## config.mk

```make
export PLATFORM = sky130hd
export DESIGN_NAME = iter_div_axis
export DESIGN_NICKNAME = d
export VERILOG_FILES = /design/src/rtl/iter_div_axis.sv
export SDC_FILE = /design/constraint.sdc
export NUM_CORES = 1
export LEC_CHECK = 0
export CAP_MARGIN = 30
export CORE_MARGIN = 5
export CORE_UTILIZATION = 60
export CTS_CLUSTER_SIZE = 8
export DETAILED_ROUTE_END_ITERATION = 10
export GPL_TIMING_DRIVEN = 0
export PLACE_DENSITY = 0.84
export SYNTH_ARGS = -nofsm -noshare
export SYNTH_HDL_FRONTEND = slang
export SYNTH_SLANG_ARGS = --single-unit
```

## constraint.sdc

```tcl
create_clock -name clk -period 6.06 [get_ports clk]
set_clock_uncertainty 0.1 [all_clocks]
set_input_delay 0.606 -clock clk [delete_from_list [all_inputs] [get_ports clk]]
set_output_delay 0.606 -clock clk [all_outputs]
set_load 0.02 [all_outputs]
```

## src/rtl/iter_div_axis.sv

```systemverilog
// Radix-2 restoring divider with AXI-stream style operand and result channels.
// Returns {quotient, remainder} a fixed WIDTH+2 cycles after acceptance.
module iter_div_axis #(
    parameter bit          SIGNED = 1'b1,
    parameter int unsigned WIDTH  = 32
) (
    input  logic               clk,
    input  logic               resetn,
    input  logic               s_axis_divisor_tvalid,
    output logic               s_axis_divisor_tready,
    input  logic [WIDTH-1:0]   s_axis_divisor_tdata,
    input  logic               s_axis_dividend_tvalid,
    output logic               s_axis_dividend_tready,
    input  logic [WIDTH-1:0]   s_axis_dividend_tdata,
    output logic               m_axis_dout_tvalid,
    output logic [2*WIDTH-1:0] m_axis_dout_tdata
);

    localparam int unsigned CntW = (WIDTH > 1) ? $clog2(WIDTH) : 1;

    typedef enum logic [1:0] {StIdle, StBusy, StFix, StDone} state_e;

    state_e               state_q, state_d;
    logic [WIDTH-1:0]     dvd_q, dvd_d;
    logic [WIDTH-1:0]     dvs_q, dvs_d;
    logic [WIDTH:0]       rem_q, rem_d;
    logic [CntW-1:0]      cnt_q, cnt_d;
    logic                 q_neg_q, q_neg_d;
    logic                 r_neg_q, r_neg_d;
    logic [2*WIDTH-1:0]   dout_q, dout_d;
    logic                 dout_vld_q, dout_vld_d;

    logic                 accept;
    logic                 dvd_sign, dvs_sign;
    logic [WIDTH-1:0]     dvd_abs, dvs_abs;
    logic [WIDTH:0]       rem_shift;
    logic                 rem_ge;
    logic [WIDTH-1:0]     quo_fix, rem_fix;

    assign s_axis_divisor_tready  = (state_q == StIdle);
    assign s_axis_dividend_tready = (state_q == StIdle);
    assign m_axis_dout_tvalid     = dout_vld_q;
    assign m_axis_dout_tdata      = dout_q;

    assign accept = (state_q == StIdle) && s_axis_divisor_tvalid && s_axis_dividend_tvalid;

    // |most-negative| wraps to itself, which is the correct unsigned magnitude.
    assign dvd_sign = SIGNED && s_axis_dividend_tdata[WIDTH-1];
    assign dvs_sign = SIGNED && s_axis_divisor_tdata[WIDTH-1];
    assign dvd_abs  = dvd_sign ? -s_axis_dividend_tdata : s_axis_dividend_tdata;
    assign dvs_abs  = dvs_sign ? -s_axis_divisor_tdata : s_axis_divisor_tdata;

    // dvd_q shifts dividend bits out of the top and quotient bits in at the bottom.
    assign rem_shift = {rem_q[WIDTH-1:0], dvd_q[WIDTH-1]};
    assign rem_ge    = (rem_shift >= {1'b0, dvs_q});

    assign quo_fix = q_neg_q ? -dvd_q : dvd_q;
    assign rem_fix = r_neg_q ? -rem_q[WIDTH-1:0] : rem_q[WIDTH-1:0];

    always_comb begin
        state_d    = state_q;
        dvd_d      = dvd_q;
        dvs_d      = dvs_q;
        rem_d      = rem_q;
        cnt_d      = cnt_q;
        q_neg_d    = q_neg_q;
        r_neg_d    = r_neg_q;
        dout_d     = dout_q;
        dout_vld_d = 1'b0;
        unique case (state_q)
            StIdle: begin
                if (accept) begin
                    dvd_d   = dvd_abs;
                    dvs_d   = dvs_abs;
                    rem_d   = '0;
                    cnt_d   = '0;
                    q_neg_d = dvd_sign ^ dvs_sign;
                    r_neg_d = dvd_sign;
                    state_d = StBusy;
                end
            end
            StBusy: begin
                rem_d = rem_ge ? (rem_shift - {1'b0, dvs_q}) : rem_shift;
                dvd_d = {dvd_q[WIDTH-2:0], rem_ge};
                cnt_d = cnt_q + 1'b1;
                if (cnt_q == CntW'(WIDTH - 1)) begin
                    state_d = StFix;
                end
            end
            StFix: begin
                dout_d     = {quo_fix, rem_fix};
                dout_vld_d = 1'b1;
                state_d    = StDone;
            end
            StDone: begin
                state_d = StIdle;
            end
            default: begin
                state_d = StIdle;
            end
        endcase
    end

    always_ff @(posedge clk or negedge resetn) begin
        if (!resetn) begin
            state_q    <= StIdle;
            dvd_q      <= '0;
            dvs_q      <= '0;
            rem_q      <= '0;
            cnt_q      <= '0;
            q_neg_q    <= 1'b0;
            r_neg_q    <= 1'b0;
            dout_q     <= '0;
            dout_vld_q <= 1'b0;
        end else begin
            state_q    <= state_d;
            dvd_q      <= dvd_d;
            dvs_q      <= dvs_d;
            rem_q      <= rem_d;
            cnt_q      <= cnt_d;
            q_neg_q    <= q_neg_d;
            r_neg_q    <= r_neg_d;
            dout_q     <= dout_d;
            dout_vld_q <= dout_vld_d;
        end
    end

endmodule
```

==> results.sh <==
export IMPL_yosys_register_bits=170
export IMPL_status="completed"
export IMPL_syn_nets=1407
export IMPL_finalWeightedCongestion=0.958
export IMPL_drv_slew=0
export IMPL_cts_tree="yes"
export IMPL_post_cts_buffers=0
export IMPL_clock_power_share_pct=13.1
export IMPL_numCtsBuffers=17
export IMPL_clkLatencyLatePin_ns=0.43
export IMPL_slew_headroom_pct=39.6
export IMPL_seqCellArea_sq_um=4250
export IMPL_coreArea_sq_um=18100
export IMPL_p_int_mw=4.46
export IMPL_diodes=0
export IMPL_crit_buf_inv=2
export IMPL_worst_path_max_delay_cell="a2111o_1"
export IMPL_pwr_share_comb_pct=61.0
export IMPL_grt_setup_unrepaired="no"
export IMPL_fmax_ghz=0.260
export IMPL_std_cell_rows=49
export IMPL_rr_endpoint="rem_q[20]"
export IMPL_viasPerCell=6.20
export IMPL_cts_buffer_depth=2
export IMPL_synth_commonest_cells="dfrtp_1, nand2_1, a21oi_1"
export IMPL_synth_area_sq_um=11100
export IMPL_powerDensity_nw_per_um2=637
export IMPL_cp_max_fo=10
export IMPL_drt_iter0_drc=1104
export IMPL_critical_path_top_delay_family="compound AO/OA/AOI/OAI gates"
export IMPL_p_leak_nw=5.78
export IMPL_start_util_pct=61.4
export IMPL_crit_path_end_kind="flop"
export IMPL_htree_levels=4
export IMPL_min_path_type="input port to asynchronous set/reset pin"
export IMPL_critPathMaxStageDelay_ns=0.51
export IMPL_synth_async_reset_ratio_pct=100
export IMPL_synth_top_cell_area_share_pct=38.2
export IMPL_clk_pin_slew_ns=0.07
export IMPL_worst_ir_drop_vdd_mv=0.308
export IMPL_wl_um=31800
export IMPL_vias=10500
export IMPL_ys_types=73
export IMPL_fillCellCount=1399
export IMPL_numPortBuffers=134
export IMPL_fin_crit_ns=3.85
export IMPL_cts_resized=0
export IMPL_grt_pass1_vias=10300
export IMPL_hold_ws_ns=0.0140
export IMPL_synth_edf_count=0
export IMPL_antenna_found_initial=1
export IMPL_maxCapViolCount=0
export IMPL_rrSetupSlack_ns=2.21
export IMPL_die_w_um=146
export IMPL_track_usage_pct=29.4
export IMPL_yosysWarnings=0
export IMPL_power_switching_mw=4.08
export IMPL_cp_common_cell="clkbuf_1"
export IMPL_seq_power_share_pct=25.9
export IMPL_min_period_over_period_pct=63.5
export IMPL_drc=0
export IMPL_overflow=0
export IMPL_start_kind="flop"
export IMPL_clock_sinks=170
export IMPL_post_route_cells_drive_above_1_share_pct=4.78
export IMPL_boundaryPins=135
export IMPL_tightest_slew_ns=0.907
export IMPL_finalSetupViolations=0
export IMPL_grt_pass1_wl_um=52000
export IMPL_area_growth_pct=20.4
export IMPL_synth_ff_type="dfrtp_1"
export IMPL_grt_max_degree=108
export IMPL_reg2reg_depth=11
export IMPL_critPathKind="flop to flop"
export IMPL_final_nets=1562
export IMPL_syn_mean_instance_area_sq_um=8.59
export IMPL_synthesis_instances=1297
export IMPL_crit_chain="ha_1 -> nor2b_1 -> o2111ai_1 -> a2111o_1 -> and2_1 -> o21ai_1 -> a41o_1 -> clkbuf_1 -> clkbuf_1 -> nand2_1 -> o21ai_0"
export IMPL_arrival_ns=4.08
export IMPL_ant_nets=0
export IMPL_ys_top_cells_by_area="dfrtp_1, xor2_1, a21oi_1"
export IMPL_ys_seq_area_share_pct=38.2
export IMPL_worst_path_stages=11
export IMPL_fp_dieH_um=146
export IMPL_wire_per_inst_um=18.8
export IMPL_sw_frac_of_total_pct=47.8
export IMPL_r2r_start="rem_q[0]"
export IMPL_holdBufCountCts=0
export IMPL_fin_util_pct=73.9
export IMPL_yosys_area_top_type="dfrtp_1"
export IMPL_yosysMostFrequentCell="dfrtp_1"
export IMPL_dp_hpwl_um=24200
export IMPL_dieArea_sq_um=21400
export IMPL_crit_required_ns=6.29
export IMPL_multi_input_area_sq_um=6350
export IMPL_hold_viol=0
export IMPL_cts_root_buf="clkbuf_16"
export IMPL_first_pass_iters=7
-- metrics by stage --
| stage | setup TNS [ns] | area (sq um) | worst slack (ns) | cells | total power [mW] |
|---|---|---|---|---|---|
| floorplan | 0 | 11100 | 2.90 | 1297 | 5.68 |
| finish | 0 | 13400 | 2.21 | 1694 | 8.54 |
| global placement | -439.69 | 12800 | -2.60 | 1660 | 7.12 |
| CTS | 0 | 13400 | 2.25 | 1693 | 8.44 |
| detailed placement | 0 | 12800 | 2.05 | 1661 | 7.28 |
| global route | 0 | 13400 | 2.00 | 1694 | 9.17 |
-- layer usage --
metal | GRT usage [%] | up-vias | share of wire (%) | wire, um
met3 | 4.87 | 60 | 8.8 | 2810
met5 | 0 | - | 0.022 | 7
met4 | 9.17 | 2 | 1.8 | 567
li1 | - | 4936 | - | -
met1 | 41.6 | 5004 | 43 | 13800
met2 | 46.8 | 504 | 46 | 14600
-- cell families (layout without fill, tap and decap cells) --
kind of cell / after synthesis / after routing / synth area share [%]
AO/OA/AOI/OAI: 410 / 410 / 22.4
XOR/XNOR: 141 / 141 / 11.1
adder cells (fa/ha/maj): 42 / 42 / 4.79
buffers and inverters: 135 / 303 / 4.76
flip-flops: 170 / 170 / 38.2
multiplexers: 37 / 37 / 3.49
AND/OR/NAND/NOR: 362 / 362 / 15.2
-- placed cells by master, fill, tap and decap left out, types with 6 or more instances in the layout --
cell type,count
xor2_1,112
dfrtp_1,170
or3_1,14
or4_1,13
mux2i_1,25
nand3_1,16
nand2_1,143
a31oi_1,7
buf_1,8
inv_1,57
clkdlybuf4s50_1,133
nor2_1,115
mux2_2,11
ha_1,41
o22ai_1,18
nor2b_1,6
o21ai_0,102
a21o_1,17
clkbuf_16,17
a22oi_1,11
o21ai_1,29
or4_4,6
o31ai_1,32
xnor2_1,29
nor3_1,9
a21oi_1,127
o41ai_1,15
nand4_1,9
o21bai_1,7
clkbuf_1,61
-- registers in the layout, summed over array words and instances (netlist names) --
signal / cells
rem_q: 32
m_axis_dout_tdata: 64
state_q: 2
r_neg_q: 1
m_axis_dout_tvalid: 1
dvs_q: 32
dvd_q: 32
cnt_q: 5
q_neg_q: 1
-- area by class of cell --
type	instances	area share, %
well taps	229	2.14
clock inverters	12	1.02
multi-input cells	992	47.4
inverters	59	1.65
plain buffers	76	2.31
repair buffers	136	10.3
flip-flops and latches	170	31.7
clock buffers	20	3.48
-- how the worst max path moves through the flow --
| stage | end | from | slack [ns] |
|---|---|---|---|
| after CTS | rem_q[20] | rem_q[0] | 2.25 |
| after global placement | m_axis_dout_tdata[56] | resetn | -2.60 |
| final | rem_q[20] | rem_q[0] | 2.21 |
| after detailed placement | dvd_q[28] | s_axis_dividend_tdata[4] | 2.05 |
| after floorplan | dvd_q[28] | s_axis_dividend_tdata[6] | 2.90 |
| after global routing | rem_q[20] | rem_q[0] | 2.00 |
-- power by group through the flow --
stage               clock network (mW)  registers [mW]  logic, mW
floorplan                            0            2.33       3.35
global placement                     0            2.17       4.95
detailed placement                   0            2.20       5.08
CTS                               1.12            2.19       5.13
global route                      1.17            2.28       5.72
finish                            1.12            2.22       5.21
No activity file was read; power rests on OpenSTA's default activity.
